===== src/rtl/vec_vsetvl_unit.sv =====
`timescale 1ns/1ps
`default_nettype none
// ============================================================================
//  Module      : vec_vsetvl_unit
//  Description : Executes vsetvli / vsetivli / vsetvl. Validates the requested
//                vtype, computes VLMAX and the new vl, strobes the vector CSR
//                file for one cycle and returns the new vl for rd writeback.
//                Optional feature macro: VEC_FRACTIONAL_LMUL_EN (enables the
//                fractional LMUL codes mf8/mf4/mf2).
//  Revision    : 1.0 - initial release
// ============================================================================
module vec_vsetvl_unit #(
    parameter int XLEN = 32,
    parameter int VLEN = 512,
    parameter int ELEN = 64
) (
    input  logic            clk,
    input  logic            n_rst,
    input  logic            inst_valid,
    output logic            inst_ready,
    input  logic [1:0]      vset_kind,
    input  logic [XLEN-1:0] rs1_data,
    input  logic [XLEN-1:0] rs2_data,
    input  logic [10:0]     zimm,
    input  logic [4:0]      uimm,
    input  logic            rs1_is_x0,
    input  logic            rd_is_x0,
    input  logic [XLEN-1:0] cur_vl,
    output logic            csrwr_en,
    output logic [XLEN-1:0] vtype_o,
    output logic [XLEN-1:0] vl_o,
    output logic            rd_valid,
    input  logic            rd_ready,
    output logic [XLEN-1:0] rd_data
);

    // ------------------------------------------------------------------------
    // Constants
    // ------------------------------------------------------------------------
    localparam logic [1:0] C_ST_IDLE   = 2'd0;
    localparam logic [1:0] C_ST_DECODE = 2'd1;
    localparam logic [1:0] C_ST_COMMIT = 2'd2;
    localparam logic [1:0] C_ST_RESP   = 2'd3;

    localparam logic [1:0] C_KIND_VSETVLI  = 2'b00;
    localparam logic [1:0] C_KIND_VSETIVLI = 2'b01;
    localparam logic [1:0] C_KIND_VSETVL   = 2'b10;
    localparam logic [1:0] C_KIND_RSVD     = 2'b11;

    localparam logic [XLEN-1:0] C_VLEN    = XLEN'(VLEN);
    localparam logic [XLEN-1:0] C_ELEN    = XLEN'(ELEN);
    localparam logic [XLEN-1:0] C_SEW_MIN = XLEN'(8);
    localparam logic [XLEN-1:0] C_VILL    = {1'b1, {(XLEN-1){1'b0}}};

    // ------------------------------------------------------------------------
    // State and captured instruction fields
    // ------------------------------------------------------------------------
    logic [1:0]      r_state;
    logic [1:0]      r_kind;
    logic [XLEN-1:0] r_rs1;
    logic [XLEN-1:0] r_rs2;
    logic [10:0]     r_zimm;
    logic [4:0]      r_uimm;
    logic            r_rs1_x0;
    logic            r_rd_x0;
    logic [XLEN-1:0] r_cur_vl;
    logic [XLEN-1:0] r_vtype;
    logic [XLEN-1:0] r_vl;
    logic [XLEN-1:0] r_rd_data;

    // ------------------------------------------------------------------------
    // Decode-stage combinational signals
    // ------------------------------------------------------------------------
    logic [XLEN-1:0] w_raw;
    logic [2:0]      w_vsew;
    logic [2:0]      w_vlmul;
    logic            w_base_ok;
    logic [XLEN-1:0] w_sew_bits;
    logic [XLEN-1:0] w_vlen_per_sew;
    logic [XLEN-1:0] w_vlmax_int;
    logic            w_sew_ok_int;
    logic            w_legal;
    logic [XLEN-1:0] w_vlmax;
    logic [XLEN-1:0] w_avl;
    logic [XLEN-1:0] w_vl_new;
    logic [XLEN-1:0] w_vtype_new;
    logic            w_unused;

`ifdef VEC_FRACTIONAL_LMUL_EN
    logic [2:0]      w_frac_sh;
    logic [XLEN-1:0] w_vlmax_frac;
    logic            w_sew_ok_frac;
`endif

    // Handshake and strobe outputs are pure functions of the state
    assign inst_ready = (r_state == C_ST_IDLE);
    assign csrwr_en   = (r_state == C_ST_COMMIT);
    assign rd_valid   = (r_state == C_ST_RESP);
    assign vtype_o    = r_vtype;
    assign vl_o       = r_vl;
    assign rd_data    = r_rd_data;

    // Select the raw vtype source for the captured instruction kind
    always_comb begin
        w_raw = '0;
        case (r_kind)
            C_KIND_VSETVLI:  w_raw = {{(XLEN-11){1'b0}}, r_zimm};
            C_KIND_VSETIVLI: w_raw = {{(XLEN-10){1'b0}}, r_zimm[9:0]};
            C_KIND_VSETVL:   w_raw = r_rs2;
            default:         w_raw = '0;
        endcase
    end

    assign w_vsew  = w_raw[5:3];
    assign w_vlmul = w_raw[2:0];

    // The incoming vill bit of a vsetvl source carries no meaning here; the
    // result vill is recomputed from legality alone.
    assign w_unused = w_raw[XLEN-1];

    // Field checks shared by every LMUL encoding
    assign w_base_ok = (r_kind != C_KIND_RSVD)
                    && (w_raw[XLEN-2:8] == '0)
                    && (w_vsew <= 3'd3);

    // SEW in bits and VLEN/SEW; shift amount widened so vsew up to 7 is safe
    assign w_sew_bits     = C_SEW_MIN << w_vsew;
    assign w_vlen_per_sew = C_VLEN >> ({1'b0, w_vsew} + 4'd3);

    // Integer LMUL (1,2,4,8): VLMAX scales up, SEW must fit ELEN*LMUL
    assign w_vlmax_int  = w_vlen_per_sew << w_vlmul[1:0];
    assign w_sew_ok_int = (w_sew_bits <= (C_ELEN << w_vlmul[1:0]));

`ifdef VEC_FRACTIONAL_LMUL_EN
    // Fractional LMUL: 101->1/8, 110->1/4, 111->1/2, i.e. shift by (8-vlmul)
    assign w_frac_sh     = 3'd0 - w_vlmul;
    assign w_vlmax_frac  = w_vlen_per_sew >> w_frac_sh;
    assign w_sew_ok_frac = (w_sew_bits <= (C_ELEN >> w_frac_sh));
`endif

    // Overall legality and VLMAX for the selected LMUL encoding
    always_comb begin
        w_legal = 1'b0;
        w_vlmax = w_vlmax_int;
        if (!w_vlmul[2]) begin
            w_legal = w_base_ok && w_sew_ok_int;
        end
`ifdef VEC_FRACTIONAL_LMUL_EN
        else if (w_vlmul != 3'b100) begin
            w_legal = w_base_ok && w_sew_ok_frac;
            w_vlmax = w_vlmax_frac;
        end
`endif
    end

    // Application vector length selection
    always_comb begin
        w_avl = r_cur_vl;
        if (r_kind == C_KIND_VSETIVLI) begin
            w_avl = {{(XLEN-5){1'b0}}, r_uimm};
        end else if (!r_rs1_x0) begin
            w_avl = r_rs1;
        end else if (!r_rd_x0) begin
            w_avl = w_vlmax;
        end
    end

    // New vl/vtype: clamp AVL to VLMAX when legal, otherwise vill with vl=0
    always_comb begin
        w_vl_new    = '0;
        w_vtype_new = C_VILL;
        if (w_legal) begin
            w_vl_new    = (w_avl < w_vlmax) ? w_avl : w_vlmax;
            w_vtype_new = {{(XLEN-8){1'b0}}, w_raw[7:0]};
        end
    end

    // Control FSM, instruction capture and committed result registers.
    // Results are loaded on the DECODE->COMMIT edge so they are valid for the
    // whole COMMIT cycle and hold afterwards.
    always_ff @(posedge clk or negedge n_rst) begin
        if (!n_rst) begin
            r_state   <= C_ST_IDLE;
            r_kind    <= '0;
            r_rs1     <= '0;
            r_rs2     <= '0;
            r_zimm    <= '0;
            r_uimm    <= '0;
            r_rs1_x0  <= 1'b0;
            r_rd_x0   <= 1'b0;
            r_cur_vl  <= '0;
            r_vtype   <= C_VILL;
            r_vl      <= '0;
            r_rd_data <= '0;
        end else begin
            case (r_state)
                C_ST_IDLE: begin
                    if (inst_valid) begin
                        r_kind   <= vset_kind;
                        r_rs1    <= rs1_data;
                        r_rs2    <= rs2_data;
                        r_zimm   <= zimm;
                        r_uimm   <= uimm;
                        r_rs1_x0 <= rs1_is_x0;
                        r_rd_x0  <= rd_is_x0;
                        r_cur_vl <= cur_vl;
                        r_state  <= C_ST_DECODE;
                    end
                end
                C_ST_DECODE: begin
                    r_vtype   <= w_vtype_new;
                    r_vl      <= w_vl_new;
                    r_rd_data <= w_vl_new;
                    r_state   <= C_ST_COMMIT;
                end
                C_ST_COMMIT: begin
                    r_state <= r_rd_x0 ? C_ST_IDLE : C_ST_RESP;
                end
                C_ST_RESP: begin
                    if (rd_ready) begin
                        r_state <= C_ST_IDLE;
                    end
                end
                default: begin
                    r_state <= C_ST_IDLE;
                end
            endcase
        end
    end

endmodule
`default_nettype wire


===== config.mk =====
export PLATFORM = sky130hd
export DESIGN_NAME = vec_vsetvl_unit
export DESIGN_NICKNAME = d
export VERILOG_FILES = /design/src/rtl/vec_vsetvl_unit.sv
export SDC_FILE = /design/constraint.sdc
export NUM_CORES = 1
export LEC_CHECK = 0
export ABC_CLOCK_PERIOD_IN_PS = 3300
export BUFFER_PORTS_ARGS = -buffer_cell sky130_fd_sc_hd__buf_4
export CAP_MARGIN = 20
export CORE_MARGIN = 2
export CORE_UTILIZATION = 43
export CTS_BUF_LIST = sky130_fd_sc_hd__clkbuf_8
export CTS_CLUSTER_SIZE = 14
export DETAILED_ROUTE_END_ITERATION = 10
export MAX_ROUTING_LAYER = met4
export PLACE_DENSITY_LB_ADDON = 0.2
export SLEW_MARGIN = 20
export SYNTH_ARGS = -nofsm -noshare
export SYNTH_HDL_FRONTEND = slang
export SYNTH_SLANG_ARGS = --single-unit

===== constraint.sdc =====
create_clock -name clk -period 3.3 [get_ports clk]
set_input_delay 0.66 -clock clk [delete_from_list [all_inputs] [get_ports clk]]
set_output_delay 0.66 -clock clk [all_outputs]
set_load 0.02 [all_outputs]

==> qor.txt, run 1 <==
First-pass GRT wire length: 28900 um
Core Box Area: 0.0173 sq mm
Achievable Freq: 312 MHz
Skew-Pair Late Insertion Delay: 0.44 ns
H-tree levels: 4
Sequential-to-total area share from yosys stat: 51.9%
Non-filler cells, final: 1085
Critical path arrival: 3.54 ns
Slowest stage delay, CP: 0.47 ns
I/O pins: 219
CP Capture Type: flip-flop
Final Max Tran Viols: 0
Syn-to-layout area delta: 31.0%
Slew headroom: 49.1%
Sw Share: 37.5%
Worst setup path category: reg -> reg
TritonCTS clock tree: done
Comb power frac: 50.7%
Most common cell in the netlist: dfrtp_1
Max-cap violation count: 0
Crit Path Max Fanout: 10
Layout cells sized above 1: 51.9%
Period minus WS final: 3.21 ns
FF-to-FF path depth: 11
Mux contribution to synthesized area: 16.0%
Core Util, Final: 57.7%
Core Rows: 48
Synth top area cells: dfrtp_1 (52%), mux2_2 (16%), buf_4 (5.4%)
RR Startpoint: r_kind[1]$_DFFE_PN0P_
Root buffer cell: clkbuf_8
Final period util: 97.3%
Outcome: complete, no violations
Synth Area per Inst: 12.1 sq um
Worst VDD drop: 0.000424 V
Clock sink count: 158
Slew @ Worst Pin: 0.761 ns
WL/cell: 17.0 um
Tot Pwr: 9.14 mW
Vias in the first global route: 5704
Die area: 0.0188 sq mm
Synth warnings: 0
Largest net degree at the start of global routing: 67
Compound-gate portion of the synthesized area: 9.91%
Reg2reg end: vl_o[4]$_DFFE_PN0N_
Mapped Cells: 632
Final nets: 983
R2R setup slack: 0.09 ns
Element type at the critical path start: flip-flop
Syn Std Cell Area: 0.00762 sq mm
Bufs on Longest Clock Path: 2
Pleak: 4.63 nW
Worst endpoint required time: 3.63 ns
Area leader, netlist: dfrtp_1
CTS Hold Bufs: 0
GRT Overall Usage: 20.6%
Post-DP HPWL: 14200 um
EDFF count, synth: 0
Distinct cells, synth: 71
Met2 Use GR: 32.3%
Global-route layer with the greatest usage: met2
Drt total wl: 18500 um
N_diodes: 0
RSZ-0062 raised after global routing: true
Placer Congestion: 0.885
Die W: 137 um
Synth Area in XOR/XNOR: 0.460%
Endpoints failing setup: 0
Met1 GRT Util: 26.3%
Starting Density: 44.0%
Async set-or-reset flop fraction in the synthesized netlist: 100%
Initial antenna violation count: 0
Clock Skews: 0.00830 ns
CP Cell Sequence: buf_6 > nor3b_2 > a31oi_2 > buf_4 > or3_1 > a31oi_2 > ha_1 > a2111o_1 > a31o_1 > or3_1 > a32o_1
Buffers on Ports: 194
CP max stage cell: dfrtp_2
PwrDens: 916 mW/mm^2
DP Cell Count: 1048
Via density: 5.16
P_sw: 3.43 mW
Flop pwr share: 35.3%
Largest family of logic cells by synthesized area: multiplexers
Adder-Cell Fraction of Synth Area: 2.14%
Initial drt markers: 159
Top cell type's share of synthesized area: 51.6%
Clock power frac: 14.0%
Commonest cells post-synth: dfrtp_1 (157), mux2_2 (107), buf_4 (55), nand2_1 (30), and2_1 (27)
Clk slew on worst S/H paths: 0.08 ns
Top FF cell, synth: dfrtp_1
Internal power: 5.71 mW
Via Count: 5597
Drt first pass iters: 4
CTS Buf Count: 17
Synthesized flop and latch total: 158
Worst hold path type: in -> async
Grt total ovfl: 0
Die boundary height: 137 um
Final hold violation count: 0
GR Util met3: 4.74%
Remaining DRCs: 0
Detail Route Antenna Nets: 0
Synth Area in Simple Gates: 11.7%
-- logic make-up (layout without fill, tap and decap cells) --
| group | Yosys count | after routing |
|---|---|---|
| xor gates and xnor gates | 4 | 4 |
| muxes | 108 | 108 |
| and+or+nand+nor | 150 | 150 |
| buffers and inverters | 94 | 300 |
| DFF | 158 | 158 |
| adders and majority gates | 13 | 13 |
| other | 1 | 23 |
| AOI/OAI and AO/OA | 104 | 104 |
-- cell type report --
| class | count | area, sq um |
|---|---|---|
| flip-flops and latches | 158 | 3960 |
| clock inverters | 11 | 96.3 |
| fillers | 1482 | 7320 |
| inverters | 11 | 41.3 |
| multi-input cells | 402 | 3370 |
| well taps | 225 | 282 |
| repair buffers | 260 | 1990 |
| clock buffers | 18 | 248 |
-- layer usage --
metal  part of all wire [%]  routed length (um)
met5                      0                   0
met4                    2.1                 390
met3                    5.9                1090
met2                     47                8690
met1                     45                8320
-- metrics by stage --
step	setup TNS, ns	setup slack [ns]	instance area, sq um	hold slack [ns]
6_report	0	0.0906	9980	0.212
3_5_place_dp	-0.627	-0.147	9350	0.457
3_3_place_gp	-0.404	-0.0784	9350	0.450
5_1_grt	-0.180	-0.0586	9980	0.232
4_1_cts	0	0.00811	9750	0.209
2_1_floorplan	0	0.177	7700	0.364
-- timing repair --
action                                  in CTS  in global routing
resized for setup                           16                 36
endpoints found under the setup margin       8                 10
buffers inserted                             2                  6
pin swaps                                    5                 11
-- cell usage in the layout (no fill, tap or decap), types with 11 or more instances in the layout --
master,n
and2_1,26
a21oi_1,12
nor4_1,11
conb_1,23
inv_1,11
clkbuf_8,18
o21ai_0,16
mux2_2,107
dfrtp_1,154
nand2_1,29
buf_4,255
-- worst max path at each step --
stage                                from                   to  slack [ns]  cells after the start
global route        r_kind[1]$_DFFE_PN0P_  vl_o[4]$_DFFE_PN0N_       -0.06                     11
finish              r_kind[1]$_DFFE_PN0P_  vl_o[4]$_DFFE_PN0N_        0.09                     11
global placement     r_rs2[4]$_DFFE_PN0P_  vl_o[4]$_DFFE_PN0N_       -0.08                      9
floorplan           r_kind[1]$_DFFE_PN0P_  vl_o[4]$_DFFE_PN0N_        0.18                     11
CTS                 r_kind[1]$_DFFE_PN0P_  vl_o[4]$_DFFE_PN0N_       0.008                     13
detailed placement  r_kind[1]$_DFFE_PN0P_  vl_o[9]$_DFFE_PN0N_       -0.15                     14
-- flip-flops by register name (all words and copies together), names as in the netlist --
signal / cells
r_cur_vl: 32
r_kind: 2
r_rd_x0: 1
r_rs1: 32
r_rs1_x0: 1
r_rs2: 31
r_state: 2
r_uimm: 5
r_zimm: 11
vl_o: 32
vtype_o: 9
-- power by group through the flow --
stage	clock [mW]	combinational [mW]	sequential, mW
after floorplan	0	2.71	3.11
after global placement	0	4.06	3.21
after detailed placement	0	4.15	3.25
after CTS	1.34	4.24	3.23
after global routing	1.42	5.08	3.34
final	1.28	4.64	3.23
-- critical path: cells and delay by family (launching register included) --
kind                     cells  cell delay [ns]
AO/OA/AOI/OAI                5             1.15
AND/OR/NAND/NOR              3             0.87
flip-flops                   1             0.47
buffers and inverters        2             0.34
adder cells (fa/ha/maj)      1             0.27
No activity file was read; power rests on OpenSTA's default activity.
==> run 2, diff against run 1 <==
--- a/config.mk
+++ b/config.mk
@@ -14,7 +14,8 @@
 export CTS_CLUSTER_SIZE = 14
 export DETAILED_ROUTE_END_ITERATION = 10
 export MAX_ROUTING_LAYER = met4
-export PLACE_DENSITY_LB_ADDON = 0.2
+export PLACE_DENSITY = 0.71
+export REMOVE_ABC_BUFFERS = 1
 export SLEW_MARGIN = 20
 export SYNTH_ARGS = -nofsm -noshare
 export SYNTH_HDL_FRONTEND = slang
==> qor.txt, run 2 (synthesis results as in run 1) <==
Remaining DRCs: 0
Post-route cell area: 0.0101 sq mm
Slew @ Worst Pin: 0.744 ns
CP Capture Type: flip-flop
Max-cap violation count: 0
# fillers: 1497
WL/cell: 16.4 um
Bufs on Longest Clock Path: 2
Worst setup path category: reg -> reg
First-pass GRT wire length: 27500 um
Initial drt markers: 176
Buffers on Ports: 194
RSZ-0062 raised after global routing: true
Grt total ovfl: 0
PwrDens: 926 mW/mm^2
Clk slew on worst S/H paths: 0.08 ns
Outcome: complete, no violations
Endpoints failing setup: 0
Die W: 137 um
Drt total wl: 17800 um
Root buffer cell: clkbuf_8
Worst endpoint required time: 3.63 ns
Drt first pass iters: 4
Placer Congestion: 0.878
Final Max Tran Viols: 0
I/O pins: 219
Via density: 5.17
Detail Route Antenna Nets: 0
Sequential cell area: 0.00396 sq mm
Most frequent cells in the layout: buf_4 (246), dfrtp_1 (155), mux2_2 (107), nand2_1 (30), and2_1 (26)
GRT Overall Usage: 19.7%
N_diodes: 0
Slew headroom: 50.2%
Final hold violation count: 0
Critical path arrival: 3.61 ns
Crit Path Max Fanout: 7
Period minus WS final: 3.28 ns
Via Count: 5603
Core Rows: 48
Die boundary height: 137 um
Die area: 0.0188 sq mm
Clock Skews: 0.0102 ns
Element type at the critical path start: flip-flop
CTS Hold Bufs: 0
Final nets: 978
Pleak: 4.69 nW
Syn-to-layout area delta: 32.7%
CTS Buf Count: 17
Clock sink count: 158
Core Box Area: 0.0173 sq mm
TritonCTS clock tree: done
Area of the multi-input gates: 0.00337 sq mm
R2R setup slack: 0.02 ns
Largest net degree at the start of global routing: 71
Area after DPL: 0.00933 sq mm
H-tree levels: 4
Starting Density: 44.0%
FF-to-FF path depth: 13
Achievable Freq: 305 MHz
Initial antenna violation count: 0
Final period util: 99.2%
Skew-Pair Late Insertion Delay: 0.44 ns
Vias in the first global route: 5516
Worst VDD drop: 0.000425 V
Post-DP HPWL: 13100 um
Layout cells sized above 1: 51.2%
Commonest non-fill, non-tap cell in the layout: buf_4
Core Util, Final: 58.4%
Worst hold path type: in -> async
==> run 2: layout make-up <==
type,count,share of cell area (%)
multi-input cells,402,33.3
repair buffers,255,19.8
clock inverters,11,1.62
clock buffers,21,2.86
inverters,11,0.409
flip-flops and latches,158,39.2
well taps,225,2.79
==> run 2: final timing paths <==
path,from,endpoint
max,r_kind[1]$_DFFE_PN0P_,vl_o[2]$_DFFE_PN0N_
min,n_rst,r_cur_vl[22]$_DFFE_PN0P_
max reg2reg,r_kind[1]$_DFFE_PN0P_,vl_o[2]$_DFFE_PN0N_
min reg2reg,vtype_o[31]$_DFFE_PN1N_,vtype_o[31]$_DFFE_PN1N_
max in group asynchronous,n_rst,vtype_o[31]$_DFFE_PN1N_
min in group clk,rd_ready,r_state[1]$_DFFE_PN0P_
==> run 2: timing repair <==
action	CTS	global route
pin swaps	3	19
setup buffers	3	6
cloned	0	1
endpoints found under the setup margin	7	10
gates resized for setup	8	38
==> run 2: worst max-delay path: stages (launching register included) <==
cell and delay (ns):
dfrtp_2 0.46, buf_12 0.15, and2b_2 0.21, a22o_1 0.25, or4_4 0.53, a31oi_4 0.21, ha_1 0.19, buf_4 0.11
nand4_1 0.11, a211oi_2 0.26, o21a_1 0.22, nor2_2 0.07, buf_4 0.14, a32o_1 0.25
==> run 2: through the flow <==
stage	setup slack, ns	power, mW	TNS, ns	hold WS [ns]	std cells
floorplan	-0.815	5.74	-93.02	0.364	571
global placement	-0.0541	7.09	-0.0541	0.452	1041
detailed placement	-0.0990	7.21	-0.215	0.451	1041
CTS	0.000241	8.96	0	0.221	1076
global route	-0.0838	10.0	-0.520	0.243	1083
finish	0.0249	9.35	0	0.233	1083
==> run 2: metal layers <==
layer	up-vias	global-route usage [%]	routed length, um	part of all wire (%)
met2	193	31.0	8530	48
li1	2653	-	-	-
met1	2744	25.3	7850	44
met3	13	5.44	1200	6.8
met5	-	-	0	0
met4	0	4.70	170	0.96
==> run 2: power breakdown <==
group / switching (mW) / internal (mW)
clock network: 0.701 / 0.903
logic: 2.17 / 2.37
registers: 0.502 / 2.71
